$ cat src/rtl/uart_tx_fifo_core_pkg.sv
// Shared definitions for the FIFO-fed UART transmitter: FSM states,
// parity_mode encodings and a parity-enable helper.
package uart_tx_fifo_core_pkg;

  typedef enum logic [2:0] {
    ST_IDLE,
    ST_START,
    ST_DATA,
    ST_PARITY,
    ST_STOP
  } state_t;

  localparam logic [1:0] PAR_NONE  = 2'b00;
  localparam logic [1:0] PAR_ODD   = 2'b01;
  localparam logic [1:0] PAR_EVEN  = 2'b10;
  localparam logic [1:0] PAR_NONE2 = 2'b11;

  function automatic logic parity_on(input logic [1:0] mode);
    return (mode == PAR_ODD) || (mode == PAR_EVEN);
  endfunction

endpackage

$ cat src/rtl/uart_tx_fifo_core_if.sv
// Host-side byte handshake: the producer asserts send_en with data_byte,
// and the transmitter takes the byte whenever send_ready is high.
interface uart_tx_fifo_core_if #(
  parameter int DATA_W = 8
);
  logic              send_en;
  logic [DATA_W-1:0] data_byte;
  logic              send_ready;

  modport master (output send_en, output data_byte, input send_ready);
  modport slave  (input send_en, input data_byte, output send_ready);
endinterface

$ cat src/rtl/uart_tx_fifo_core_fifo.sv
// Single-clock FIFO with show-ahead read data; writes to a full FIFO and
// reads from an empty one are ignored.
module uart_tx_fifo_core_fifo
  import uart_tx_fifo_core_pkg::*;
#(
  parameter  int DATA_W = 8,
  parameter  int DEPTH  = 8,
  localparam int AW     = $clog2(DEPTH),
  localparam int CNT_W  = AW + 1
) (
  input  logic              clk,
  input  logic              reset_n,
  input  logic              wr,
  input  logic [DATA_W-1:0] wr_data,
  input  logic              rd,
  output logic [DATA_W-1:0] rd_data,
  output logic              full,
  output logic              empty,
  output logic [CNT_W-1:0]  count
);

  logic [DATA_W-1:0] mem [DEPTH];
  logic [AW-1:0]     wr_ptr;
  logic [AW-1:0]     rd_ptr;
  logic              do_wr;
  logic              do_rd;

  assign full    = (count == CNT_W'(DEPTH));
  assign empty   = (count == '0);
  assign do_wr   = wr && !full;
  assign do_rd   = rd && !empty;
  assign rd_data = mem[rd_ptr];

  always_ff @(posedge clk) begin
    if (do_wr) mem[wr_ptr] <= wr_data;
  end

  // Pointers wrap naturally because DEPTH is a power of two.
  always_ff @(posedge clk or negedge reset_n) begin
    if (!reset_n) begin
      wr_ptr <= '0;
      rd_ptr <= '0;
      count  <= '0;
    end else begin
      if (do_wr) wr_ptr <= wr_ptr + AW'(1);
      if (do_rd) rd_ptr <= rd_ptr + AW'(1);
      case ({do_wr, do_rd})
        2'b10:   count <= count + CNT_W'(1);
        2'b01:   count <= count - CNT_W'(1);
        default: ;
      endcase
    end
  end

endmodule

$ cat src/rtl/uart_tx_fifo_core.sv
// FIFO-fed UART transmitter with runtime baud divisor, optional parity and
// one or two stop bits; frames run back to back while the FIFO has data.
module uart_tx_fifo_core
  import uart_tx_fifo_core_pkg::*;
#(
  parameter  int DATA_W     = 8,
  parameter  int DIV_W      = 16,
  parameter  int FIFO_DEPTH = 8,
  localparam int CNT_W      = $clog2(FIFO_DEPTH) + 1
) (
  input  logic               clk,
  input  logic               reset_n,
  uart_tx_fifo_core_if.slave host,
  input  logic [DIV_W-1:0]   baud_div,
  input  logic [1:0]         parity_mode,
  input  logic               stop2,
  output logic               tx,
  output logic               send_done,
  output logic               uart_state,
  output logic [CNT_W-1:0]   fifo_cnt
);

  localparam logic [3:0] LAST_BIT = 4'(DATA_W - 1);

  state_t            state;
  logic [DIV_W-1:0]  baud_cnt;
  logic [DIV_W-1:0]  cfg_div;
  logic [3:0]        bit_cnt;
  logic [DATA_W-1:0] shift_reg;
  logic [DATA_W-1:0] head;
  logic [1:0]        cfg_par;
  logic              cfg_stop2;
  logic              par_bit;
  logic              armed;
  logic              fifo_empty;
  logic              fifo_full;
  logic              tick;
  logic              last_stop;
  logic              launch;

  uart_tx_fifo_core_fifo #(
    .DATA_W (DATA_W),
    .DEPTH  (FIFO_DEPTH)
  ) u_fifo (
    .clk     (clk),
    .reset_n (reset_n),
    .wr      (host.send_en),
    .wr_data (host.data_byte),
    .rd      (launch),
    .rd_data (head),
    .full    (fifo_full),
    .empty   (fifo_empty),
    .count   (fifo_cnt)
  );

  assign host.send_ready = !fifo_full;
  assign tick      = (baud_cnt == cfg_div);
  assign last_stop = (state == ST_STOP) && tick && (!cfg_stop2 || bit_cnt[0]);
  // An idle launch waits one cycle after the FIFO turns non-empty, which
  // fixes write-to-start-bit latency at two edges.
  assign launch    = !fifo_empty && (((state == ST_IDLE) && armed) || last_stop);

  always_ff @(posedge clk or negedge reset_n) begin
    if (!reset_n) begin
      state      <= ST_IDLE;
      baud_cnt   <= '0;
      cfg_div    <= '0;
      bit_cnt    <= '0;
      shift_reg  <= '0;
      cfg_par    <= PAR_NONE;
      cfg_stop2  <= 1'b0;
      par_bit    <= 1'b0;
      armed      <= 1'b0;
      tx         <= 1'b1;
      send_done  <= 1'b0;
      uart_state <= 1'b0;
    end else begin
      send_done <= 1'b0;
      armed     <= !fifo_empty;
      if (state != ST_IDLE) baud_cnt <= tick ? '0 : baud_cnt + DIV_W'(1);
      case (state)
        ST_START: if (tick) begin
          state     <= ST_DATA;
          tx        <= shift_reg[0];
          shift_reg <= shift_reg >> 1;
          bit_cnt   <= '0;
        end
        ST_DATA: if (tick) begin
          if (bit_cnt == LAST_BIT) begin
            if (parity_on(cfg_par)) begin
              state <= ST_PARITY;
              tx    <= par_bit;
            end else begin
              state   <= ST_STOP;
              tx      <= 1'b1;
              bit_cnt <= '0;
            end
          end else begin
            tx        <= shift_reg[0];
            shift_reg <= shift_reg >> 1;
            bit_cnt   <= bit_cnt + 4'd1;
          end
        end
        ST_PARITY: if (tick) begin
          state   <= ST_STOP;
          tx      <= 1'b1;
          bit_cnt <= '0;
        end
        ST_STOP: if (tick) begin
          if (last_stop) begin
            send_done  <= 1'b1;
            state      <= ST_IDLE;
            uart_state <= 1'b0;
          end else begin
            bit_cnt <= bit_cnt + 4'd1;
          end
        end
        default: ;
      endcase
      // Frame start overrides the end-of-frame return to idle for zero-gap bursts.
      if (launch) begin
        state      <= ST_START;
        tx         <= 1'b0;
        uart_state <= 1'b1;
        baud_cnt   <= '0;
        shift_reg  <= head;
        cfg_div    <= baud_div;
        cfg_par    <= parity_mode;
        cfg_stop2  <= stop2;
        par_bit    <= (^head) ^ (parity_mode == PAR_ODD);
      end
    end
  end

endmodule

$ cat src/flat_wrapper.sv
// flat-port wrapper written by rule: the top's interface ports become plain ports
module uart_tx_fifo_core_flat import uart_tx_fifo_core_pkg::*;
#(
  parameter  int DATA_W     = 8,
  parameter  int DIV_W      = 16,
  parameter  int FIFO_DEPTH = 8,
  localparam int CNT_W      = $clog2(FIFO_DEPTH) + 1
)
  (clk, reset_n, baud_div, parity_mode, stop2, tx, send_done, uart_state, fifo_cnt, host_send_en, host_data_byte, host_send_ready);
  uart_tx_fifo_core_if #(.DATA_W(DATA_W)) host_i ();
  input  logic clk;
  input  logic reset_n;
  input  logic [DIV_W-1:0] baud_div;
  input  logic [1:0] parity_mode;
  input  logic stop2;
  output logic tx;
  output logic send_done;
  output logic uart_state;
  output logic [CNT_W-1:0] fifo_cnt;
  input wire logic [$bits(host_i.send_en)-1:0] host_send_en;
  input wire logic [$bits(host_i.data_byte)-1:0] host_data_byte;
  output wire logic [$bits(host_i.send_ready)-1:0] host_send_ready;
  assign host_i.send_en = host_send_en;
  assign host_i.data_byte = host_data_byte;
  assign host_send_ready = host_i.send_ready;
  uart_tx_fifo_core #(.DATA_W(DATA_W), .DIV_W(DIV_W), .FIFO_DEPTH(FIFO_DEPTH)) u_core (.clk(clk), .reset_n(reset_n), .host(host_i), .baud_div(baud_div), .parity_mode(parity_mode), .stop2(stop2), .tx(tx), .send_done(send_done), .uart_state(uart_state), .fifo_cnt(fifo_cnt));
endmodule
$ cat config.mk
export PLATFORM = sky130hd
export DESIGN_NAME = uart_tx_fifo_core_flat
export DESIGN_NICKNAME = d
export VERILOG_FILES = /design/src/rtl/uart_tx_fifo_core_pkg.sv /design/src/rtl/uart_tx_fifo_core_if.sv /design/src/rtl/uart_tx_fifo_core_fifo.sv /design/src/rtl/uart_tx_fifo_core.sv /design/src/flat_wrapper.sv
export SDC_FILE = /design/constraint.sdc
export NUM_CORES = 1
export LEC_CHECK = 0
export CAP_MARGIN = 20
export CORE_MARGIN = 2
export CORE_UTILIZATION = 53
export DETAILED_ROUTE_END_ITERATION = 6
export GPL_ROUTABILITY_DRIVEN = 0
export GPL_TIMING_DRIVEN = 0
export PLACE_DENSITY = 0.78
export REMOVE_ABC_BUFFERS = 1
export SYNTH_ARGS = -nofsm -noshare
export SYNTH_HDL_FRONTEND = slang
export SYNTH_SLANG_ARGS = --single-unit
$ cat constraint.sdc
create_clock -name clk -period 2.9 [get_ports clk]
set_clock_uncertainty 0.05 [all_clocks]
set_input_delay 0.58 -clock clk [delete_from_list [all_inputs] [get_ports clk]]
set_output_delay 0.58 -clock clk [all_outputs]
set_load 0.005 [all_outputs]
* After elaboration in Yosys (flattened, before gate mapping)
Memory sizes are Yosys's and may differ from the RTL's. Index checks and enable logic that the tools add are counted.
Storage, ports and cells: flip-flop bits (word level) 65, memory bits (writable) 64, input bits 30, output and inout bits 8, word-level logic and storage cells 119, memories kept 1
Operators by class: add/sub/neg operators 6, equality and inequality tests 24, multiplexer cells 41, bitwise gates (word level) 1, reduce and logical (&&, ||, !) cells 31
Memory list:
- u_core.u_fifo.mem | words 8, width 8, rd ports 1, clocked after memory_dff 0, write ports 1, RTL line uart_tx_fifo_core_fifo.sv:22 | logic [DATA_W-1:0] mem [DEPTH];
Operators by type and width (count):
- $mux 16 | 3
- $mux 8 | 4
- $mux 3 | 8
- $mux 4 | 6
- $ne 3x2->1 const B | 6
- $add 16x1->16 const B | 1
- $eq 16x16->1 | 1
- $pmux 8 s2 | 1
- $mux 1 | 15
- $pmux 3 s4 | 1
- $pmux 4 s3 | 1
- $reduce_bool 2->1 | 5
- $reduce_bool 3->1 | 3
- $add 4x1->4 const B | 2
- $pmux 4 s2 | 1
- $reduce_and 4->1 | 2
- $reduce_xor 8->1 | 1
- $reduce_and 7->1 | 1
- $add 3x1->3 const B | 2
- $eq 2x1->1 const B | 3
- $eq 3x2->1 const B | 2
- $logic_and 1x1->1 | 6
- $ne 2x1->1 const B | 3
- $ne 3x3->1 const B | 2
- other kinds (18) | 23

* Depth between registers and ports, before layout
depth in word-level cells 8, gate-level depth with buffers 15, mapped depth without buffers 12

* Cells and area by module
A second synthesis with hierarchy kept.
Second synthesis, totals: cells, all modules 431, area total of the unflattened synthesis 5926.9 µm²
Modules (own cells, without submodules):
- uart_tx_fifo_core_fifo | instances 1, cells an instance 160, area each 3134.3 µm², seq. area each 2172.1 µm²
- uart_tx_fifo_core | instances 1, cells an instance 271, area each 2792.7 µm², seq. area each 1377.6 µm²

* Least setup slack after synthesis
OpenSTA, ideal clock, no wires.
kind register to register, start point register u_core.baud_cnt[1], end point register u_core.u_fifo.count[3], library setup time 126 ps, arrival 2897 ps, data required time 2724 ps, path slack -173 ps, cell stages (with the launch flop) 16, buffers on the path 3, clock period less this slack 3073 ps, cells stage by stage dfrtp_1 > xor2_1 > nor4_1 > and4_1 > buf_2 > nand2b_1 > a21oi_1 > buf_4 > buf_4 > ha_1 > ha_1 > a21o_1 > a21oi_1 > xnor2_1 > nor2_1 > xor2_1
Between the ends: longest elaborated chain between the ends 8, elaborated cells on any way between the ends 10, those cells by class eq/ne (3); mux (1); reduce/logical (6)
RTL lines:
- start: declaration | RTL line uart_tx_fifo_core.sv:26 | logic [DIV_W-1:0] baud_cnt;
- start signal: assignment | RTL line uart_tx_fifo_core.sv:80 | if (state != ST_IDLE) baud_cnt <= tick ? '0 : baud_cnt + DIV_W'(1);
- $eq 16x16->1 * | RTL line uart_tx_fifo_core.sv:57 | assign tick = (baud_cnt == cfg_div);
- $logic_and 1x1->1 * (2 in a row) | RTL line uart_tx_fifo_core.sv:58 | assign last_stop = (state == ST_STOP) && tick && (!cfg_stop2 || bit_cnt[0]);
- $logic_or 1x1->1 * | RTL line uart_tx_fifo_core.sv:61 | assign launch = !fifo_empty && (((state == ST_IDLE) && armed) || last_stop);
- $logic_and 1x1->1 * | RTL line uart_tx_fifo_core.sv:61
- $logic_and 1x1->1 * | RTL line uart_tx_fifo_core_fifo.sv:31 | assign do_rd = rd && !empty;
- named net u_core.u_fifo.do_rd | RTL line uart_tx_fifo_core_fifo.sv:26 | logic do_rd;
- $eq 2x1->1 or $eq 2x2->1 (tied branches) | RTL line uart_tx_fifo_core_fifo.sv:47 | case ({do_wr, do_rd})
- $pmux 4 s2 or $reduce_bool 2->1 (tied branches)
- end signal: assignment | RTL line uart_tx_fifo_core_fifo.sv:48 | 2'b10: count <= count + CNT_W'(1);
- end signal: assignment | RTL line uart_tx_fifo_core_fifo.sv:49 | 2'b01: count <= count - CNT_W'(1);
- end: declaration | RTL line uart_tx_fifo_core_fifo.sv:19 | output logic [CNT_W-1:0] count
Mark *: on every way through the listed nets, which the timed path passes. The rest lies on a longest branch. A chain may end at the register's enable or synchronous reset.

* Worst setup path after layout
start point register u_core.state[1], end point register u_core.u_fifo.count[3]
Between the ends: longest elaborated chain between the ends 8, elaborated cells on any way between the ends 12, those cells by class eq/ne (3); mux (1); reduce/logical (8)
RTL lines:
- start: declaration | RTL line uart_tx_fifo_core.sv:25 | state_t state;
- start signal: assignment | RTL line uart_tx_fifo_core.sv:65 | state <= ST_IDLE;
- start signal: assignment | RTL line uart_tx_fifo_core.sv:83 | state <= ST_DATA;
- start signal: assignment | RTL line uart_tx_fifo_core.sv:91 | state <= ST_PARITY;
- $eq 3x3->1 | RTL line uart_tx_fifo_core.sv:58
- $logic_and 1x1->1 (2 in a row) | RTL line uart_tx_fifo_core.sv:58
- $logic_or 1x1->1 * | RTL line uart_tx_fifo_core.sv:61
- $logic_and 1x1->1 * | RTL line uart_tx_fifo_core.sv:61
- $logic_and 1x1->1 * | RTL line uart_tx_fifo_core_fifo.sv:31
- $eq 2x1->1 or $eq 2x2->1 (tied branches) | RTL line uart_tx_fifo_core_fifo.sv:47
- $pmux 4 s2 or $reduce_bool 2->1 (tied branches)
Mark *: on every way between the ends. The rest lies on a longest branch, timed or not.

==> flow_summary.toml <==
[cts]
clock_tree.buffer_depth = 2
clk_pin_slew_worst_paths_ns = 0.06
cts_max_level = 4
cts_sinks = 129
post_cts_hold_buffer_count = 0
clk-insertion-delay-late_ns = 0.54
tritoncts = "built"
cts_root_buf = "clkbuf_8"
cts_made_buffers = 17

[sta]
max_slew.worst_pin.slew_ns = 0.889
tns_ns = 0
timing_max_transition_violations_final = 0
setup_repair_after_global_routing_missed_its_margin = "true"
max_freq_mhz = 356
finalWorstPathRequiredPeriod_ns = 2.81
timing.final.setup_violations = 0
max_slew_margin_pct = 40.5
timing_hold_violations_final = 0
finalCritPeriodShare_pct = 96.7

[outcome]
outcome = "complete, no violations"

[drt]
detail_route.first_pass.iterations = 5
vias_per_cell = 5.57
routedWlPerCell_um = 17.9
finalWirelength_um = 10900
via_count = 3400
drcViolationCount = 0
drt-initial-drc-count = 157
detail-route-antenna-nets = 0

[synthesis]
synth.yosys.seq_area_share_pct = 60.9
ys_top_cells_by_count = "dfrtp_1 (64), edfxtp_1 (64), nor2_1 (30), xor2_1 (26)"
synth_top_area_cell = "edfxtp_1"
synthesis.instances = 405
synth_cell_type_count = 49
ys.flop_type = "edfxtp_1"
ys_async_sr_fraction_pct = 50.4
synthTopCellsByArea = "edfxtp_1 (33%), dfrtp_1 (27%), mux4_1 (6.8%)"
synth_seq_cells = 129
average_cell_area_after_synthesis_sq_um = 14.4
syn_area_sq_mm = 0.00582
synth-edff-count = 64
synthDominantCellAreaShare_pct = 33.0
yosysWarnings = 0

[setup_path]
crit_slowest_cell = "nor3_1"
crit_path_cell_trace = "nor3_1 > nand2_1 > a21oi_4 > ha_4 > ha_1 > a21o_1 > a21oi_1 > xnor2_1 > nor2_1 > xor2_1"
timing.critical_path.required_ns = 3.26
timing.critical_path.from = "u_core.state[1]"
critical_path.max_fanout = 11
cpLargestDelayFamily = "simple AND/OR/NAND/NOR gates"
worstSetupPathType = "reg -> reg"
path_buf_inv = 0
endpoint_kind = "flip-flop"
r2r_start = "u_core.state[1]"
worst-endpoint-arrival_ns = 3.16
startpoint_type_of_the_worst_setup_path = "flip-flop"
critical-path-max-stage-delay_ns = 0.58

[placement]
detailedPlacementHpwl_um = 6980
post_dp_cell_area_sq_mm = 0.00633
io_buffer_count = 37

[final_layout]
max_flop_register = "u_core.u_fifo.mem"
number_of_flip_flops_in_the_largest_register = 64
nets = 495
layout_overhead_on_the_synthesized_area_pct = 19.7
antenna_cells = 0
drive_above_1_share_pct = 17.0
design_area_sq_mm = 0.00697
post-route-util_pct = 64.6
reg.largest.list = "u_core.u_fifo.mem: 64 flops, u_core.baud_cnt: 16 flops, u_core.cfg_div: 16 flops"

[floorplan]
i_o_pins = 38
die_x_um = 109
die_area_sq_mm = 0.0118
design.core.area_sq_mm = 0.0108
core_rows = 38
die_y_um = 109
initial_core_util_pct = 54.0

[global_routing]
maximum_number_of_pins_on_one_net_before_global_route_repair = 66
grt_pass1_vias = 3611
global_route.usage.total_pct = 20.5
number_of_antenna_violations_at_the_first_check_in_global_routing = 0
grt.overflow.total = 0
first_pass_grt_wire_length_um = 17600

[pwr]
combPwrFrac_pct = 31.2
total_power_uw = 7060
vdd_ir_drop_max_mv = 0.883
switchingPower_uw = 2270
switching_share_pct = 32.2
sequentialPowerShare_pct = 41.0
power.share.clock_pct = 27.8
cellPowerDensity_mw_per_mm2 = 1010
intPower_uw = 4780
leakage_uw = 0.00270

[min_path]
class_of_the_tightest_hold_or_removal_check = "in -> async"

[run]
max_cap_violations = 0
routing by layer:
layer  vias to the layer above  track usage [%]  part of all wire (%)
li1                       1623                -                     -
met1                      1691             24.5                    42
met2                        77             34.4                    52
met3                         9             6.34                   4.6
met4                         0             8.70                   1.0
met5                         -                0                     0
cell type report:
| class | instances | area (sq um) |
|---|---|---|
| Timing Repair Buffer | 46 | 445 |
| Clock buffer | 18 | 418 |
| Clock inverter | 14 | 131 |
| Fill cell | 772 | 3820 |
| Sequential cell | 129 | 3560 |
| Inverter | 8 | 30.0 |
| Tap cell | 140 | 175 |
| Multi-Input combinational cell | 255 | 2220 |
layout by cell type, fill, tap and decap left out, types with 6 or more instances in the layout:
| master | n |
|---|---|
| inv_1 | 8 |
| mux2_2 | 21 |
| a21oi_1 | 7 |
| clkdlybuf4s50_1 | 36 |
| mux2i_1 | 23 |
| nand3_1 | 9 |
| nor3_1 | 8 |
| ha_1 | 6 |
| nor2_1 | 30 |
| clkbuf_16 | 16 |
| xnor2_1 | 15 |
| buf_4 | 8 |
| edfxtp_1 | 64 |
| dfrtp_1 | 60 |
| nand2_1 | 23 |
| xor2_1 | 26 |
| o21ai_0 | 13 |
| mux4_1 | 15 |
kinds of logic (layout without fill, tap and decap cells):
kind of cell | count (synthesis) | count (layout) | share of synthesized area, %
muxes | 62 | 62 | 15.7
DFF | 129 | 129 | 60.9
buffers and inverters | 21 | 86 | 2.00
AOI/OAI and AO/OA | 36 | 36 | 3.74
adders and majority gates | 8 | 8 | 1.85
xor gates and xnor gates | 42 | 42 | 6.57
and+or+nand+nor | 107 | 107 | 9.24
power by group through the flow:
stage	clock (uW)	sequential, uW	combinational, uW
floorplan	0	2770	1620
global placement	0	2880	2020
detailed placement	0	2910	2130
CTS	1990	2890	2200
global route	2080	2960	2410
finish	1960	2890	2200
worst reg2reg max path: cells and delay by family (launching register included):
kind            cells  cell delay [ns]
fa+ha+maj           2             0.39
flops               1             0.50
xor+xnor            2             0.27
compound gates      3             0.59
simple gates        3             0.88
through the flow:
| step | hold slack [ns] | cells | setup WS [ns] |
|---|---|---|---|
| floorplan | 0.234 | 392 | -1.96 |
| global placement | 0.421 | 569 | -3.31 |
| detailed placement | 0.437 | 573 | -0.831 |
| CTS | 0.105 | 607 | 0.00632 |
| global route | 0.149 | 610 | -0.0257 |
| finish | 0.0821 | 610 | 0.0945 |
path summary, 6_finish.rpt:
kind,end,cells after the start,slack (ns)
setup reg to reg,u_core.u_fifo.count[3],10,0.09
min in group clk,u_core.uart_state,1,0.45
setup / recovery,u_core.u_fifo.count[3],10,0.09
max in group asynchronous,u_core.u_fifo.rd_ptr[0],1,2.10
hold reg to reg,u_core.uart_state,1,0.45
hold / removal,u_core.cfg_div[2],1,0.08
what timing repair did:
action / CTS / global route
pin swaps: 3 / 4
resized for setup: 9 / 6
setup buffers: 2 / 3
setup endpoints to repair: 33 / 2
Note: power is estimated with default switching activity, not from simulation.
